[src/rtl/gpio_param_sequencer.sv]
// Toggle-handshake GPIO write/readback controller driving the SPGD parameter bank.
// Optional macro PARAM_SHADOW_EN: writes land in a shadow bank that an APPLY command publishes.
module gpio_param_sequencer #(
  parameter int         GPIO_WIDTH     = 32,
  parameter int         PARAM_COUNT    = 16,
  parameter logic [3:0] SET            = 4'd0,
  parameter int         TIMEOUT_CYCLES = 1000000
) (
  input  logic                              CLK,
  input  logic                              RESETN,
  input  logic [GPIO_WIDTH-1:0]             GP_IN,
  output logic [GPIO_WIDTH-1:0]             GP_OUT,
  output logic [PARAM_COUNT*GPIO_WIDTH-1:0] PARAMS_DATA,
  output logic [PARAM_COUNT-1:0]            PARAM_UPD
);
  localparam int W  = GPIO_WIDTH;
  localparam int TW = $clog2(TIMEOUT_CYCLES + 1);

  typedef enum logic [1:0] {IDLE, W_LO, W_HI, R_HI} state_t;

  state_t               state_reg, state_next;
  logic [W-1:0]         sync1_reg, sync2_reg;
  logic                 req_prev_reg;
  logic [1:0]           arm_cnt_reg;
  logic [TW-1:0]        timer_reg;
  logic [3:0]           idx_reg, idx_next;
  logic [15:0]          lo_reg, lo_next;
  logic                 ack_reg, ack_next;
  logic                 err_reg, err_next;
  logic [15:0]          rb_reg, rb_next;
  logic [PARAM_COUNT-1:0] upd_reg, upd_next;
  logic [W-1:0]         bank_q [PARAM_COUNT];
  logic [W-1:0]         rd_sel;
  logic [W-1:0]         commit_word;
  logic                 commit_en, apply_en;

  // Command decode straight from the synchronised word
  logic       toggle, hdr_ok, idx_ok, do_apply, expire;
  logic       cmd_wr;
  logic [3:0] cmd_set, cmd_idx, sel_idx;

  assign toggle  = (arm_cnt_reg == 2'd3) && (sync2_reg[W-1] != req_prev_reg);
  assign cmd_wr  = sync2_reg[W-2];
  assign cmd_set = sync2_reg[W-5:W-8];
  assign cmd_idx = sync2_reg[3:0];
  assign hdr_ok  = sync2_reg[W-3] && (cmd_set == SET);
  assign idx_ok  = 32'(cmd_idx) < 32'(PARAM_COUNT);
  assign expire  = (state_reg != IDLE) && !toggle && (timer_reg == TW'(TIMEOUT_CYCLES - 1));
`ifdef PARAM_SHADOW_EN
  assign do_apply = hdr_ok && sync2_reg[W-4];
`else
  assign do_apply = 1'b0;
`endif

  // Hi payload above the lo half; wider words zero-fill, narrower truncate
  assign commit_word = W'({sync2_reg[15:0], lo_reg});
  assign sel_idx     = (state_reg == IDLE) ? cmd_idx : idx_reg;

  always_comb begin
    rd_sel = '0;
    for (int i = 0; i < PARAM_COUNT; i++)
      if (sel_idx == 4'(i)) rd_sel = bank_q[i];
  end

  always_ff @(posedge CLK or negedge RESETN) begin
    if (!RESETN) begin
      sync1_reg    <= '0;
      sync2_reg    <= '0;
      req_prev_reg <= 1'b0;
      arm_cnt_reg  <= 2'd0;
    end else begin
      sync1_reg    <= GP_IN;
      sync2_reg    <= sync1_reg;
      req_prev_reg <= sync2_reg[W-1];
      if (arm_cnt_reg != 2'd3) arm_cnt_reg <= arm_cnt_reg + 2'd1;
    end
  end

  always_ff @(posedge CLK or negedge RESETN) begin
    if (!RESETN)
      state_reg <= IDLE;
    else
      state_reg <= state_next;
  end

  always_comb begin
    state_next = state_reg;
    if (toggle) begin
      case (state_reg)
        IDLE:    if (hdr_ok && !do_apply && idx_ok) state_next = cmd_wr ? W_LO : R_HI;
        W_LO:    state_next = W_HI;
        default: state_next = IDLE;
      endcase
    end else if (expire) begin
      state_next = IDLE;
    end
  end

  always_comb begin
    ack_next  = ack_reg;
    err_next  = err_reg;
    rb_next   = rb_reg;
    idx_next  = idx_reg;
    lo_next   = lo_reg;
    commit_en = 1'b0;
    apply_en  = 1'b0;
    if (toggle) begin
      ack_next = ~ack_reg;
      err_next = 1'b0;
      case (state_reg)
        IDLE: begin
          if (!hdr_ok)
            err_next = 1'b1;
          else if (do_apply)
            apply_en = 1'b1;
          else if (!idx_ok)
            err_next = 1'b1;
          else begin
            idx_next = cmd_idx;
            if (!cmd_wr) rb_next = rd_sel[15:0];
          end
        end
        W_LO:    lo_next = sync2_reg[15:0];
        W_HI:    commit_en = 1'b1;
        default: rb_next = 16'(rd_sel >> 16);
      endcase
    end else if (expire) begin
      err_next = 1'b1;
    end
  end

  always_ff @(posedge CLK or negedge RESETN) begin
    if (!RESETN) begin
      timer_reg <= '0;
      idx_reg   <= '0;
      lo_reg    <= '0;
      ack_reg   <= 1'b0;
      err_reg   <= 1'b0;
      rb_reg    <= '0;
      upd_reg   <= '0;
    end else begin
      timer_reg <= (state_reg == IDLE || toggle || expire) ? '0 : timer_reg + TW'(1);
      idx_reg   <= idx_next;
      lo_reg    <= lo_next;
      ack_reg   <= ack_next;
      err_reg   <= err_next;
      rb_reg    <= rb_next;
      upd_reg   <= upd_next;
    end
  end

  genvar gi;
  generate
    for (gi = 0; gi < PARAM_COUNT; gi++) begin : g_entry
      logic         hit;
      logic [W-1:0] value_reg;
      assign hit = (idx_reg == 4'(gi));
`ifdef PARAM_SHADOW_EN
      logic [W-1:0] shadow_reg;
      always_ff @(posedge CLK or negedge RESETN) begin
        if (!RESETN) begin
          shadow_reg <= '0;
          value_reg  <= '0;
        end else begin
          if (commit_en && hit) shadow_reg <= commit_word;
          if (apply_en) value_reg <= shadow_reg;
        end
      end
      assign upd_next[gi] = apply_en && (shadow_reg != value_reg);
`else
      always_ff @(posedge CLK or negedge RESETN) begin
        if (!RESETN)
          value_reg <= '0;
        else if (commit_en && hit)
          value_reg <= commit_word;
      end
      assign upd_next[gi] = commit_en && hit;
`endif
      assign bank_q[gi] = value_reg;
      assign PARAMS_DATA[gi*W +: W] = value_reg;
    end
  endgenerate

  always_comb begin
    GP_OUT        = '0;
    GP_OUT[W-1]   = ack_reg;
    GP_OUT[W-2]   = err_reg;
    GP_OUT[W-3]   = (state_reg != IDLE);
    GP_OUT[15:0]  = rb_reg;
  end

  assign PARAM_UPD = upd_reg;

  // Command bits outside the decoded fields are don't-care by design
  logic unused_bits;
  assign unused_bits = ^sync2_reg;

endmodule
[config.mk]
export PLATFORM = sky130hd
export DESIGN_NAME = gpio_param_sequencer
export DESIGN_NICKNAME = d
export VERILOG_FILES = /design/src/rtl/gpio_param_sequencer.sv
export SDC_FILE = /design/constraint.sdc
export NUM_CORES = 1
export LEC_CHECK = 0
export BUFFER_PORTS_ARGS = -buffer_cell sky130_fd_sc_hd__buf_2
export CORE_UTILIZATION = 45
export CTS_BUF_LIST = sky130_fd_sc_hd__clkbuf_4 sky130_fd_sc_hd__clkbuf_8 sky130_fd_sc_hd__clkbuf_16
export CTS_CLUSTER_SIZE = 28
export DETAILED_ROUTE_END_ITERATION = 8
export PLACE_DENSITY = 0.8
export SYNTH_ARGS = -nofsm -noshare
export SYNTH_HDL_FRONTEND = slang
export SYNTH_SLANG_ARGS = --single-unit
[constraint.sdc]
create_clock -name CLK -period 3 [get_ports CLK]
set_input_delay 0.45 -clock CLK [delete_from_list [all_inputs] [get_ports CLK]]
set_output_delay 0.45 -clock CLK [all_outputs]
set_load 0.01 [all_outputs]
After elaboration in Yosys (flattened, before gate mapping)
Index checks and enable logic that the tools add are counted.
{"block": "classes", "mux": 32, "n_eq_ne": 39, "shifts": 0, "div_mod_pow": 0, "addsub": 2, "bitwise": 2, "n_lt_le_gt_ge": 0, "mul": 0, "reduce_logical": 34}
{"operator": "$mux W32", "n": 16}
{"operator": "$eq A4 B4 Y1 const B", "n": 16}
{"operator": "$eq A4 B3 Y1 const B", "n": 8}
{"operator": "$mux W16", "n": 2}
{"operator": "$pmux W16 S2", "n": 1}
{"operator": "$add A20 B1 Y20 const B", "n": 1}
{"operator": "$eq A20 B20 Y1 const B", "n": 1}
{"operator": "$logic_and A1 B1 Y1", "n": 20}
{"operator": "$mux W20", "n": 1}
{"operator": "$eq A4 B2 Y1 const B", "n": 4}
{"operator": "$logic_not A4 Y1", "n": 3}
{"operator": "$eq A4 B1 Y1 const B", "n": 2}
{"operator": "$mux W2", "n": 4}
{"operator": "$mux W1", "n": 6}
{"operator": "$ne A2 B2 Y1 const B", "n": 3}
{"operator": "$eq A2 B2 Y1 const B", "n": 2}
{"operator": "$mux W4", "n": 1}
{"operator": "$pmux W2 S2", "n": 1}
{"operator": "$reduce_and A2 Y1", "n": 2}
{"operator": "$reduce_and A4 Y1", "n": 1}
{"operator": "$reduce_bool A2 Y1", "n": 2}
{"operator": "$ne A3 B3 Y1 const B", "n": 1}
{"operator": "$reduce_and A3 Y1", "n": 1}
{"operator": "$add A2 B1 Y2 const B", "n": 1}
{"operator": "other kinds (7)", "n": 9}
{"block": "totals", "ramBits": 0, "latchBits": 0, "mem_bits_ro": 0, "n_memories": 0, "reg_bits": 655, "out_inout_bits": 560, "word_cells": 137}

Longest topological paths before layout
Gate-level depths: netlist (run 1).
{"block": "depth", "word_depth": 22, "ltp_mapped": 13}

Worst setup path before layout (run 1)
OpenSTA, ideal clock, no wires.
{"block": "synth_path", "path_kind": "reg-to-reg", "startpoint": "register state_reg[0]", "endpoint": "register rb_reg[7]", "path_stages_with_launch": 13, "path_buffers": 4, "t_arrival_ps": 2244, "required_time_ps": 2867, "slack_ps": 624, "cell_sequence": "dfrtp_1 > inv_1 > ha_1 > buf_6 > buf_6 > nor3b_4 > nor2_1 > buf_2 > buf_2 > o22ai_1 > a22oi_1 > a311oi_1 > a31oi_1"}
{"block": "synth_between", "elab_chain_cells": 22}
{"item": "start, declared", "line": "21", "rtl": "state_t state_reg, state_next;"}
{"item": "start signal, assigned", "line": "83", "rtl": "state_reg <= state_next;"}
{"item": "$logic_not A2 Y1", "line": "57, 110"}
{"item": "$mux W4", "line": "57", "rtl": "assign sel_idx = (state_reg == IDLE) ? cmd_idx : idx_reg;"}
{"item": "$logic_not A4 Y1", "line": "62", "rtl": "if (sel_idx == 4'(i)) rd_sel = bank_q[i];"}
{"item": "$mux W32 (16 in a row)", "line": "62"}
{"item": "$mux W16", "line": "120", "rtl": "if (!cmd_wr) rb_next = rd_sel[15:0];"}
{"item": "$mux W16", "line": "112", "rtl": "if (!hdr_ok)"}
{"item": "$pmux W16 S2", "line": "110", "rtl": "case (state_reg)"}
{"item": "end signal, assigned", "line": "147", "rtl": "rb_reg <= rb_next;"}
{"item": "end, declared", "line": "30", "rtl": "logic [15:0] rb_reg, rb_next;"}
Several ways; a longest one is shown, not always the timed one. The select of a mux whose other input is x is not followed.
A chain may end at the register's enable or synchronous reset.

Worst setup path in the final report (run 1)
{"block": "layout_path", "startpoint": "register state_reg[1]", "endpoint": "register rb_reg[13]"}
Same word-level chain as after synthesis.

==> results of run 1 <==
==> what timing repair did <==
action	in CTS	in global routing
setup buffers	1	9
gates resized for setup	11	28
endpoints found under the hold margin	58	0
hold buffers	24	0
endpoints found under the setup margin	14	15
pin swaps	2	7
==> area by class of cell <==
class	instances	area [um^2]
Sequential cell	637	15900
Multi-Input combinational cell	1369	11500
Timing Repair Buffer	821	5300
Inverter	9	33.8
Clock buffer	99	2050
Tap cell	837	1050
Fill cell	5032	25600
Clock inverter	19	203
==> cell families (layout without fill, tap and decap cells) <==
group	Yosys count	in the layout	synth area share, %
multiplexers	543	543	21.7
other	1	13	0.0133
XOR/XNOR	22	22	0.685
buffers and inverters	197	948	3.52
AO/OA/AOI/OAI	470	470	11.4
adder cells (fa/ha/maj)	5	5	0.222
flip-flops	637	637	56.7
AND/OR/NAND/NOR	316	316	5.72
==> stage by stage <==
stage	power [mW]	TNS (ns)	util (%)	area, um^2	hold slack [ns]
after floorplan	16.6	0	-	28200	0.154
after global placement	22.5	-1.28	54.1	33400	0.331
after detailed placement	22.9	-1.51	54.1	33400	0.335
after CTS	31.6	0	58.2	35900	0.347
after global routing	33.0	-0.112	58.5	36100	0.352
final	32.1	0	58.5	36100	0.347
==> final timing paths <==
path / slack (ns) / cells past startpoint / start / endpoint
worst max-delay path: 0.02 / 13 / state_reg[1] / rb_reg[13]
worst min-delay path: 0.35 / 0 / sync1_reg[6] / sync2_reg[6]
worst max register to register: 0.02 / 13 / state_reg[1] / rb_reg[13]
worst min register to register: 0.35 / 0 / sync1_reg[6] / sync2_reg[6]
max in group asynchronous: 1.59 / 3 / RESETN / rb_reg[9]
min in group asynchronous: 0.38 / 2 / RESETN / g_entry[3].value_reg[30]
==> routing by layer <==
metal,GRT usage [%],vias up,routed length (um)
met2,58.0,1817,54500
met5,0,-,13
met4,24.0,2,8910
met3,10.1,461,13000
met1,46.6,12200,43800
li1,-,9544,-
==> synthesized netlist by cell type (all sizes together), types with 10 or more instances <==
cell type,number
a21o,11
a221oi,34
nand3,21
a22o,14
xnor2,10
clkbuf,43
nand4,11
a31oi,10
o21ai,107
xor2,12
mux2i,10
nand2,73
mux2,533
o22ai,58
a22oi,75
nor2,117
buf,145
dfrtp,637
a21oi,75
nor3,32
==> placed cells by master (no fill, tap or decap), drive strengths merged, types with 5 or more instances in the layout <==
cell type    instances
and3                 9
mux2               533
a222oi               7
clkbuf              99
clkinv              13
nor3                32
a22oi               75
a31oi               10
mux2i               10
xnor2               10
dlygate4sd3         24
nand2               73
o211ai               7
a2111oi              6
a221oi              34
nand2b               5
a2bb2oi              5
xor2                12
o221ai               9
a211oi               7
buf                797
inv                 11
or3                  7
a21o                11
ha                   5
nand3               21
conb                13
nand3b               6
dfrtp              637
a21oi               75
o21ai              107
a22o                14
nand4               11
and3b                6
nor3b                7
o22ai               58
nor2               117
nor4                 7
==> worst max-delay path: cells and delay by family, from the launching register on <==
kind,cells,cell delay (ns)
AOI/OAI and AO/OA,5,1.15
and+or+nand+nor,2,0.43
buffers and inverters,5,0.69
adders and majority gates,1,0.20
DFF,1,0.38
==> power groups by stage <==
stage          Combinational (mW)  Clock [mW]  Sequential, mW
2_1_floorplan                4.68           0            12.0
3_3_place_gp                 10.4           0            12.2
3_5_place_dp                 10.6           0            12.3
4_1_cts                      10.7        8.61            12.2
5_1_grt                      11.6        8.94            12.5
6_report                     11.2        8.56            12.3
==> flow_summary.ini, run 1 <==
[power_and_ir_drop]
p_int_mw = 19.8
sw_frac_of_total_pct = 38.3
power.density_nw_per_um2 = 888
power_leakage_nw = 18.4
power.share.clock_pct = 26.7
ir_drop_mv = 0.549
pwr-share-seq_pct = 38.4
combPwrFrac_pct = 34.9
p_switching_mw = 12.3

[sta]
max_freq_mhz = 335
fin_skew_ns = 0.0305
period_needed_ns = 2.98
fin_ws_ns = 0.0188
setup_violations = 0
report.final.slew_viol_count = 0
slew-limit-headroom_pct = 35.8
rsz0062_at_grt = yes
min_period_over_period_pct = 99.4
final_hold_viol_count = 0
worst_pin_slew_ns = 0.964

[drt]
firstDrtPassIters = 8
finalWirelength_mm = 120
avgRoutedWirePerCell_um = 31.7
drc_errors = 0
drtAntennaViolNets = 0
drt_iter0_drc = 2761
vias = 24000
vias_per_cell = 6.34

[clock_tree]
clkTransAtPathRegs_ns = 0.06
cts_buffers = 68
ctsLongestPathBuffers = 3
clock_latency_ns = 0.62
cts_root_buf = clkbuf_16
h-tree-depth = 3
cts_sinks = 637
cts_tree = yes

[cells_and_area]
nets = 2945
drive_gt1_share_pct = 51.5
largest_reg_flops = 512
fin_cells = 3791
area_growth_pct = 28.5
n_antenna_cell = 0

[floorplanning]
core_um2 = 61700
fp.dieW_um = 252
start_util_pct = 45.6
die_y_um = 252
core.rowCount = 91
die-area_um2 = 63500
io_pins = 594

[setup_path]
crit_slowest_cell = dfrtp_1
start_kind = flop
crit_path_end_kind = flop
arrival_ns = 3.48
path_max_fanout = 13
cpMostUsedCell = buf_4
crit_required_ns = 3.49
cp_slowest_stage_delay_ns = 0.38
crit_chain = inv_2 -> ha_4 -> buf_12 -> buf_4 -> and3_1 -> o22ai_2 -> o211ai_1 -> buf_4 -> buf_4 -> a221oi_1 -> o311ai_1 -> and3_1 -> a211o_1
critPathKind = reg -> reg

[place]
dp_hpwl_mm = 86.0
place_worst_setup_slack_ns = -0.780
gp_congestion = 0.977
dp_cells = 3639
io_buffers = 571

[global_routing]
grt_pass1_wl_mm = 172
track_usage_pct = 37.5
antenna_found_initial = 4
grt_max_degree = 120
grt_pass1_vias = 24100
grt_overflow = 0

[yosys]
ys_seq_area_share_pct = 56.7
yosysTopAreaCellShare_pct = 56.7
synth-seq-cells = 637
synth_top_area_cell = dfrtp_1
yosys_warnings = 0
async_flop_share_pct = 100
synth_ff_type = dfrtp_1
synth_cells = 2191
synth_edf_count = 0
yosysUniqueCellTypes = 85
synth_top_cells_by_area = dfrtp_1 57%, mux2_2 21%, a22oi_1 1.9%
syn_avg_cell_area_um2 = 12.8
syn_area_um2 = 28100

[min_path]
worstHoldPathType = reg -> reg

[job]
cap_violations = 0

[outcome]
outcome = finished clean
No activity file was read; power rests on OpenSTA's default activity.
==> run 2: changes to the inputs <==
- clock period: 3 -> 3.41 ns (I/O delays scaled with it)
==> flow_summary.ini, run 2 (synthesized netlist as in run 1, its figures left out) <==
[outcome]
outcome = finished clean

[floorplanning]
die_y_um = 252
die-area_um2 = 63500
core.rowCount = 91
fp.dieW_um = 252
core_um2 = 61700
io_pins = 594
start_util_pct = 45.6

[cells_and_area]
drive_gt1_share_pct = 49.9
fin_util_pct = 57.4
area_growth_pct = 25.9
nets = 2875
nFillCells = 5034
layout_commonest_cell = dfrtp_1
fin_cells = 3725
final_cell_mix = 637 x dfrtp_1, 570 x buf_2, 532 x mux2_2
register_area_um2 = 15900
largest_reg_flops = 512
multi_input_area_um2 = 11400

[sta]
min_period_over_period_pct = 98.6
final_hold_viol_count = 0
setup_violations = 0
period_needed_ns = 3.36
fin_ws_ns = 0.0469
rsz0062_at_grt = no
fin_tns_setup_ns = 0
report.final.slew_viol_count = 0
worst_pin_slew_ns = 1.03
max_freq_mhz = 297
slew-limit-headroom_pct = 31.1
fin_skew_ns = 0.0306

[setup_path]
start_kind = flop
rr_worst_depth = 13
arrival_ns = 3.91
critPathKind = reg -> reg
crit_path_end_kind = flop
r2r-start = state_reg[0]
path_max_fanout = 26
startpoint = state_reg[0]
crit_required_ns = 3.96

[drt]
firstDrtPassIters = 6
finalWirelength_mm = 120
vias = 23800
drc_errors = 0
vias_per_cell = 6.40
drtAntennaViolNets = 0
avgRoutedWirePerCell_um = 32.3
drt_iter0_drc = 2844

[clock_tree]
clkTransAtPathRegs_ns = 0.06
cts_setup_buffers = 0
cts_buffers = 71
cts_root_buf = clkbuf_16
cts_sinks = 637
clock_latency_ns = 0.62
ctsLongestPathBuffers = 3
h-tree-depth = 3
cts_tree = yes

[place]
place_worst_setup_slack_ns = 0.0192
gp_congestion = 0.980
io_buffers = 571
dp_cells = 3581
dp_hpwl_mm = 85.4

[min_path]
min-delay-start = GP_IN[3]
worstHoldPathType = in -> reg
hold_path_depth = 1

[global_routing]
grt_pass1_wl_mm = 171
grt_max_degree = 102
antenna_found_initial = 4
grt_pass1_vias = 23800
track_usage_pct = 37.3
grt_overflow = 0

[power_and_ir_drop]
pwr-share-seq_pct = 38.6
ir_drop_mv = 0.455
p_int_mw = 17.2
power_leakage_nw = 18.1
power.share.clock_pct = 28.2
combPwrFrac_pct = 33.2
total_power_mw = 27.9
power.density_nw_per_um2 = 789
p_switching_mw = 10.7
sw_frac_of_total_pct = 38.4

[job]
cap_violations = 0
run 2: power by group through the flow:
stage / Combinational (mW) / Clock, mW / Sequential [mW]
after floorplan: 4.12 / 0 / 10.5
after CTS: 9.05 / 7.92 / 10.7
after global routing: 9.57 / 8.23 / 10.9
after global placement: 8.79 / 0 / 10.7
after detailed placement: 8.99 / 0 / 10.8
final: 9.27 / 7.88 / 10.8
run 2: what timing repair did:
action                                  CTS  global route
hold buffers                             19             0
endpoints found under the setup margin    0             1
endpoints found under the hold margin    80             0
gates resized for setup                   0             3
run 2: through the flow:
stage               hold slack (ns)  instance area, um^2
floorplan                     0.216                28200
global placement              0.332                32800
detailed placement            0.336                32800
CTS                         0.00407                35400
global route                 0.0154                35400
finish                       0.0182                35400
run 2: area by class of cell:
type | count | area share (%)
Clock buffer | 101 | 6.05
Tap cell | 837 | 2.96
Antenna cell | 2 | 0.0141
Multi-Input combinational cell | 1369 | 32.2
Sequential cell | 637 | 45.0
Clock inverter | 22 | 0.714
Timing Repair Buffer | 748 | 12.9
Inverter | 9 | 0.0954
run 2: worst paths after layout:
| path | endpoint | slack [ns] |
|---|---|---|
| max | rb_reg[1] | 0.05 |
| max in group asynchronous | g_entry[10].value_reg[9] | 1.85 |
| max reg2reg | rb_reg[1] | 0.05 |
| min | sync1_reg[3] | 0.02 |
| min reg2reg | sync2_reg[31] | 0.35 |
| min in group asynchronous | sync1_reg[1] | 0.47 |
run 2: worst max-delay path, cell delays in order, from the launching register on:
cell and delay, ns:
dfrtp_1 0.38, inv_1 0.08, ha_2 0.24, buf_12 0.18
or3b_1 0.44, nand2_4 0.22, buf_12 0.23, a22oi_1 0.11
a21oi_1 0.39, nor3_2 0.15, buf_4 0.16, a2111oi_0 0.37
buf_4 0.19, o32a_1 0.13
run 2: routing by layer:
layer / up-vias / global-route usage [%] / share of wire (%)
met3: 493 / 10.5 / 11
met5: - / 0 / 0
met1: 12100 / 46.5 / 36
li1: 9401 / - / -
met2: 1891 / 56.6 / 45
met4: 0 / 25.2 / 7.8
